$ cat config.mk
export PLATFORM = sky130hd
export DESIGN_NAME = yutorina_mem_stage
export DESIGN_NICKNAME = d
export VERILOG_FILES = /design/src/rtl/yutorina_mem_stage_pkg.sv /design/src/rtl/yutorina_mem_ctrl.sv /design/src/rtl/yutorina_mem_stage.sv
export SDC_FILE = /design/constraint.sdc
export NUM_CORES = 1
export LEC_CHECK = 0
export ABC_AREA = 1
export CELL_PAD_IN_SITES_DETAIL_PLACEMENT = 1
export CELL_PAD_IN_SITES_GLOBAL_PLACEMENT = 1
export CORE_MARGIN = 8
export CORE_UTILIZATION = 35
export CTS_BUF_LIST = sky130_fd_sc_hd__clkbuf_4 sky130_fd_sc_hd__clkbuf_8 sky130_fd_sc_hd__clkbuf_16
export CTS_CLUSTER_DIAMETER = 60
export DETAILED_ROUTE_END_ITERATION = 10
export PLACE_DENSITY = 0.9
export REMOVE_ABC_BUFFERS = 1
export SLEW_MARGIN = 20
export SYNTH_ARGS = -nofsm -noshare
export SYNTH_HDL_FRONTEND = slang
export SYNTH_SLANG_ARGS = --single-unit
$ cat constraint.sdc
create_clock -name clk -period 3.65 [get_ports clk]
set_clock_uncertainty 0.15 [all_clocks]
set_input_delay 0.365 -clock clk [delete_from_list [all_inputs] [get_ports clk]]
set_output_delay 0.365 -clock clk [all_outputs]
set_load 0.01 [all_outputs]
$ cat src/rtl/yutorina_mem_stage_pkg.sv
// Shared types and constants for the MEM stage: memory/exception/control opcodes,
// bus direction, FSM state encoding and the byte-lane extraction helper.
package yutorina_mem_stage_pkg;

   localparam int WORD_W     = 32;
   localparam int ADDR_W     = 30;
   localparam int BE_W       = 4;
   localparam int GPR_ADDR_W = 5;

   localparam logic ENABLE_   = 1'b0;
   localparam logic DISABLE_  = 1'b1;
   localparam logic BUS_READ  = 1'b1;
   localparam logic BUS_WRITE = 1'b0;

   typedef enum logic [2:0] {
      MEM_NONE = 3'd0,
      MEM_LDW  = 3'd1,
      MEM_STW  = 3'd2,
      MEM_LDB  = 3'd3,
      MEM_STB  = 3'd4
   } mem_op_t;

   typedef enum logic [2:0] {
      EXP_NONE       = 3'd0,
      EXP_EXT_INT    = 3'd1,
      EXP_UNDEF_INSN = 3'd2,
      EXP_OVERFLOW   = 3'd3,
      EXP_MISS_ALIGN = 3'd4
   } exp_code_t;

   typedef enum logic [1:0] {
      CTRL_NONE = 2'd0,
      CTRL_WRCR = 2'd1,
      CTRL_EXRT = 2'd2
   } ctrl_op_t;

   typedef enum logic [1:0] {
      MEM_ST_IDLE = 2'd0,
      MEM_ST_REQ  = 2'd1,
      MEM_ST_DONE = 2'd2
   } mem_state_t;

   typedef logic [BE_W-1:0]   byte_en_bus_t;
   typedef logic [ADDR_W-1:0] word_addr_bus_t;

   // Little-endian byte k of a word, sign-extended to a full word.
   function automatic logic [WORD_W-1:0] extract_byte(input logic [WORD_W-1:0] word,
                                                      input logic [1:0] k);
      logic [7:0] b;
      b = word[8*k +: 8];
      return {{(WORD_W-8){b[7]}}, b};
   endfunction

endpackage

$ cat src/rtl/yutorina_mem_ctrl.sv
// Bus master for the MEM stage: access decode, alignment check, req/ack FSM,
// bus output registers, byte lane select/replicate and the busy signal.
module yutorina_mem_ctrl
   import yutorina_mem_stage_pkg::*;
(
   input  logic                 clk,
   input  logic                 rst,
   input  logic                 stall,
   input  logic                 flush,
   input  logic                 ex_en_,
   input  mem_op_t              ex_mem_op,
   input  exp_code_t            ex_exp_code,
   input  logic [WORD_W-1:0]    ex_w_data,
   input  logic [WORD_W-1:0]    ex_out,
   input  logic [WORD_W-1:0]    bus_rd_data,
   input  logic                 bus_ack_,
   output logic                 busy,
   output logic                 complete,
   output logic                 discard,
   output logic                 is_idle,
   output logic                 aligned_access,
   output logic                 miss_align,
   output logic                 is_load,
   output logic                 is_store,
   output logic [WORD_W-1:0]    load_data,
   output logic                 bus_req_,
   output logic                 bus_rw,
   output word_addr_bus_t       bus_addr,
   output byte_en_bus_t         bus_be,
   output logic [WORD_W-1:0]    bus_wr_data
);

   mem_state_t        state;
   mem_state_t        next_state;
   logic [WORD_W-1:0] rd_latch;
   logic [WORD_W-1:0] rd_word;
   logic              flushed;
   logic              access;
   logic              word_op;
   logic              ack;
   logic              issue;

   // Decode the EX instruction, derive handshake events and select load data.
   always_comb begin
      access         = (ex_en_ == ENABLE_) && (ex_mem_op != MEM_NONE) &&
                       (ex_exp_code == EXP_NONE) && !flush;
      word_op        = (ex_mem_op == MEM_LDW) || (ex_mem_op == MEM_STW);
      is_load        = (ex_mem_op == MEM_LDW) || (ex_mem_op == MEM_LDB);
      is_store       = (ex_mem_op == MEM_STW) || (ex_mem_op == MEM_STB);
      miss_align     = access && word_op && (ex_out[1:0] != 2'b00);
      aligned_access = access && !miss_align;
      is_idle        = (state == MEM_ST_IDLE);
      issue          = is_idle && aligned_access && !stall;
      ack            = (state == MEM_ST_REQ) && (bus_ack_ == ENABLE_);
      busy           = (is_idle && aligned_access) || !is_idle;
      complete       = (ack && !stall) || ((state == MEM_ST_DONE) && !stall);
      discard        = flush || flushed;
      rd_word        = (state == MEM_ST_REQ) ? bus_rd_data : rd_latch;
      load_data      = (ex_mem_op == MEM_LDB) ? extract_byte(rd_word, ex_out[1:0]) : rd_word;
   end

   // Next-state logic: issue from IDLE, wait for ack in REQ, park in DONE while stalled.
   always_comb begin
      next_state = state;
      case (state)
         MEM_ST_IDLE: if (issue)  next_state = MEM_ST_REQ;
         MEM_ST_REQ:  if (ack)    next_state = stall ? MEM_ST_DONE : MEM_ST_IDLE;
         MEM_ST_DONE: if (!stall) next_state = MEM_ST_IDLE;
         default:                 next_state = MEM_ST_IDLE;
      endcase
   end

   // State register.
   always_ff @(posedge clk) begin
      if (rst) state <= MEM_ST_IDLE;
      else     state <= next_state;
   end

   // Bus registers are loaded at issue and held until the next issue; a flush seen while
   // the access is outstanding is remembered so the eventual result can be dropped.
   always_ff @(posedge clk) begin
      if (rst) begin
         bus_req_    <= DISABLE_;
         bus_rw      <= 1'b0;
         bus_addr    <= '0;
         bus_be      <= '0;
         bus_wr_data <= '0;
         rd_latch    <= '0;
         flushed     <= 1'b0;
      end else if (issue) begin
         bus_req_    <= ENABLE_;
         bus_rw      <= is_load ? BUS_READ : BUS_WRITE;
         bus_addr    <= ex_out[WORD_W-1:2];
         bus_be      <= word_op ? {BE_W{1'b1}} : (BE_W'(1) << ex_out[1:0]);
         bus_wr_data <= (ex_mem_op == MEM_STB) ? {4{ex_w_data[7:0]}} : ex_w_data;
         flushed     <= 1'b0;
      end else begin
         if (ack) begin
            bus_req_ <= DISABLE_;
            rd_latch <= bus_rd_data;
         end
         if (!is_idle && flush) flushed <= 1'b1;
      end
   end

endmodule

$ cat src/rtl/yutorina_mem_stage.sv
// MEM pipeline stage: wraps the bus master and owns the MEM/WB output registers,
// applying stall/flush gating and the misalignment exception.
module yutorina_mem_stage
   import yutorina_mem_stage_pkg::*;
(
   input  logic                   clk,
   input  logic                   rst,
   input  logic                   stall,
   input  logic                   flush,
   input  logic                   ex_en_,
   input  logic [GPR_ADDR_W-1:0]  ex_w_addr,
   input  logic [WORD_W-1:0]      ex_w_data,
   input  logic                   ex_gpr_we_,
   input  exp_code_t              ex_exp_code,
   input  mem_op_t                ex_mem_op,
   input  ctrl_op_t               ex_ctrl_op,
   input  logic [WORD_W-1:0]      ex_out,
   output logic                   mem_en_,
   output logic [GPR_ADDR_W-1:0]  mem_w_addr,
   output logic                   mem_gpr_we_,
   output exp_code_t              mem_exp_code,
   output ctrl_op_t               mem_ctrl_op,
   output logic [WORD_W-1:0]      mem_out,
   output logic                   busy,
   output logic                   bus_req_,
   output logic                   bus_rw,
   output word_addr_bus_t         bus_addr,
   output byte_en_bus_t           bus_be,
   output logic [WORD_W-1:0]      bus_wr_data,
   input  logic [WORD_W-1:0]      bus_rd_data,
   input  logic                   bus_ack_
);

   logic              complete;
   logic              discard;
   logic              is_idle;
   logic              aligned_access;
   logic              miss_align;
   logic              is_load;
   logic              is_store;
   logic [WORD_W-1:0] load_data;

   yutorina_mem_ctrl u_ctrl (
      .clk            (clk),
      .rst            (rst),
      .stall          (stall),
      .flush          (flush),
      .ex_en_         (ex_en_),
      .ex_mem_op      (ex_mem_op),
      .ex_exp_code    (ex_exp_code),
      .ex_w_data      (ex_w_data),
      .ex_out         (ex_out),
      .bus_rd_data    (bus_rd_data),
      .bus_ack_       (bus_ack_),
      .busy           (busy),
      .complete       (complete),
      .discard        (discard),
      .is_idle        (is_idle),
      .aligned_access (aligned_access),
      .miss_align     (miss_align),
      .is_load        (is_load),
      .is_store       (is_store),
      .load_data      (load_data),
      .bus_req_       (bus_req_),
      .bus_rw         (bus_rw),
      .bus_addr       (bus_addr),
      .bus_be         (bus_be),
      .bus_wr_data    (bus_wr_data)
   );

   // Output registers: bus completions write the access result, otherwise IDLE passes
   // the EX instruction through in one cycle; stalls and outstanding accesses hold.
   always_ff @(posedge clk) begin
      if (rst) begin
         mem_en_      <= DISABLE_;
         mem_w_addr   <= '0;
         mem_gpr_we_  <= DISABLE_;
         mem_exp_code <= EXP_NONE;
         mem_ctrl_op  <= CTRL_NONE;
         mem_out      <= '0;
      end else if (complete) begin
         mem_en_     <= discard ? DISABLE_ : ENABLE_;
         mem_gpr_we_ <= (discard || is_store) ? DISABLE_ : ex_gpr_we_;
         if (!discard) begin
            mem_w_addr   <= ex_w_addr;
            mem_exp_code <= ex_exp_code;
            mem_ctrl_op  <= ex_ctrl_op;
            mem_out      <= is_load ? load_data : ex_out;
         end
      end else if (is_idle && !stall) begin
         if ((ex_en_ == DISABLE_) || flush || aligned_access) begin
            mem_en_     <= DISABLE_;
            mem_gpr_we_ <= DISABLE_;
         end else begin
            mem_en_      <= ENABLE_;
            mem_w_addr   <= ex_w_addr;
            mem_ctrl_op  <= ex_ctrl_op;
            mem_out      <= ex_out;
            mem_exp_code <= miss_align ? EXP_MISS_ALIGN : ex_exp_code;
            mem_gpr_we_  <= miss_align ? DISABLE_ : ex_gpr_we_;
         end
      end
   end

endmodule

==> results.py <==
metrics = {
    "clock_network": {
        "cts_buffers": 17,
        "clkTransAtPathRegs_ns": 0.06,
        "cts_hold_buf": 0,
        "cts_root_buf": "clkbuf_16",
        "htreeDepth": 4,
        "clkSinkCount": 147,
        "clock_path_buffers": 2,
        "cts_tree": "built",
        "post_cts_buffers": 0,
        "clk_latency_ns": 0.42,
        "cts_resized": 0,
    },
    "die": {
        "die_area_sq_mm": 0.0254,
        "core_sq_mm": 0.0202,
        "die_height_um": 159,
        "ios": 229,
        "initial_core_util_pct": 35.6,
        "die_x_um": 159,
        "row_count": 52,
    },
    "critical_path": {
        "worstSetupPathType": "input port to primary output",
        "worstPathMaxFanout": 5,
        "cp.required_ns": 3.13,
        "cp-start-kind": "input port",
        "arrival_ns": 2.17,
        "worstSetupEndpointType": "primary output",
    },
    "layout": {
        "syn_to_final_growth_pct": 42.6,
        "fin_area_sq_mm": 0.0102,
        "final_common_cell": "nand2_1",
        "layout-drive-gt1-share_pct": 7.47,
        "final_cell_mix": "276 x nand2_1, 228 x clkdlybuf4s50_1, 159 x nor2_1",
        "nets": 1375,
    },
    "routing": {
        "antenna_left": 0,
        "vias": 7587,
        "post_drt_wl_per_cell_um": 17.2,
        "drt_iter0_drc": 266,
        "drc_errors": 0,
        "first_pass_iters": 5,
        "viasPerCell": 4.92,
        "wirelength_mm": 26.6,
    },
    "global_routing": {
        "grt_pass1_wl_mm": 42.3,
        "grt_pass1_vias": 8087,
        "grt_max_degree": 99,
        "grt_overflow_total": 0,
        "track_usage_pct": 20.4,
        "antenna_found_initial": 0,
    },
    "sta": {
        "period_share_pct": 73.6,
        "slew_violations": 0,
        "worst_pin_slew_ns": 0.754,
        "setup_viol": 0,
        "relSlewSlack_pct": 49.8,
        "finalHoldViolCount": 0,
        "setup_tns_ns": 0,
        "max_clock_freq_ghz": 0.372,
        "rsz0062_at_grt": "no",
        "period_needed_ns": 2.69,
    },
    "outcome": {
        "status": "finished, final reports clean",
    },
    "pwr": {
        "p_per_area_mw_per_mm2": 395,
        "leakage_nw": 4.67,
        "peakVddDrop_mv": 0.323,
    },
    "placement": {
        "io_buffer_count": 228,
        "finalWeightedCongestion": 0.787,
        "dp_hpwl_mm": 18.6,
        "post_dp_cell_area_sq_mm": 0.00960,
    },
    "logic_synthesis": {
        "syn_area_sq_mm": 0.00718,
        "synth_warnings": 0,
        "netlist_instances": 1064,
        "synth_seq_cells": 147,
        "synth_compound_area_share_pct": 18.6,
        "synth.distinct_cells": 30,
        "synth-simple-area-share_pct": 30.5,
        "synth_xor_area_share_pct": 0,
        "synth_mux_area_share_pct": 0,
        "synth_top_area_share_pct": 41.0,
        "syn_avg_cell_area_sq_um": 6.75,
        "synth_top_family_by_area": "simple AND/OR/NAND/NOR gates",
        "synth_seq_area_share_pct": 41.0,
        "yosys.area.top_type": "dfxtp_1",
        "ys_top_cells_by_area": "dfxtp_1 41%, nand2_1 14%, nor2_1 8.4%",
        "yosys.area_share.adder_pct": 0,
    },
    "flow_run": {
        "maxCapViolCount": 0,
    },
    "hold_path": {
        "min_path_type": "flip-flop to flip-flop",
    },
}
## critical path, cell delays in order
cell and delay, ns:
clkdlybuf4s50_1 0.44, inv_1 0.09, nand2_1 0.11, o21ai_1 0.28, nand2_1 0.15, nand2_2 0.15, nand2_1 0.07, clkdlybuf4s50_1 0.51
## cells in the mapped netlist, drive strengths merged
cell type,number
a211oi,1
a21oi,101
and3,1
buf,32
clkbuf,34
clkinv,1
dfxtp,147
inv,97
nand2,282
nand3,34
nand3b,32
nor2,162
nor3,3
o211ai,6
o21ai,130
or2,1
## power breakdown
group / internal [mW] / total (mW) / switching (mW)
registers: 1.64 / 1.66 / 0.0168
logic: 0.237 / 0.462 / 0.225
clock network: 1.16 / 1.92 / 0.762
## through the flow
stage	util, %	instances	setup slack (ns)	hold WS [ns]	power, mW
2_1_floorplan	-	998	0.738	0.282	1.88
3_3_place_gp	47.6	1510	0.976	0.287	2.14
3_5_place_dp	47.6	1510	0.886	0.297	2.16
4_1_cts	50.8	1542	0.944	0.306	4.08
5_1_grt	50.8	1542	0.789	0.329	4.18
6_report	50.8	1543	0.964	0.304	4.04
## logic make-up (layout without fill, tap and decap cells)
logic type             after synthesis  in the layout
AND/OR/NAND/NOR                    515            515
AO/OA/AOI/OAI                      238            238
buffers and inverters              164            372
flip-flops                         147            147
other                                0              1
## per-layer routing
layer  GRT usage (%)  routed length (um)  share of wire, %
met1            22.6               11300                42
met2            35.2               12400                47
met3            9.28                2570               9.7
met4            4.72                 299               1.1
met5               0                   0                 0
## final timing paths
| check | depth (start not counted) | slack (ns) | endpoint | from |
|---|---|---|---|---|
| max | 8 | 0.96 | busy | ex_mem_op[2] |
| min | 2 | 0.30 | u_ctrl.rd_latch[16] | u_ctrl.rd_latch[16] |
| max reg2reg | 12 | 0.99 | mem_w_addr[0] | u_ctrl.state[0] |
| min reg2reg | 2 | 0.30 | u_ctrl.rd_latch[16] | u_ctrl.rd_latch[16] |
## state kept, by name, indices dropped and copies added (netlist names)
name / count
u_ctrl.bus_wr_data: 32
u_ctrl.bus_rw: 1
u_ctrl.bus_be: 4
mem_exp_code: 3
u_ctrl.bus_addr: 30
u_ctrl.state: 2
u_ctrl.bus_req_: 1
mem_gpr_we_: 1
mem_ctrl_op: 2
mem_w_addr: 5
mem_out: 32
u_ctrl.rd_latch: 32
mem_en_: 1
u_ctrl.flushed: 1
## cell type report
cell class / instances / area, sq um
flip-flops and latches: 147 / 2940
repair buffers: 242 / 2420
clock buffers: 18 / 433
fillers: 2563 / 9930
multi-input cells: 753 / 3530
well taps: 270 / 338
inverters: 98 / 372
clock inverters: 14 / 200
diodes: 1 / 2.50
Note: power is estimated with default switching activity, not from simulation.
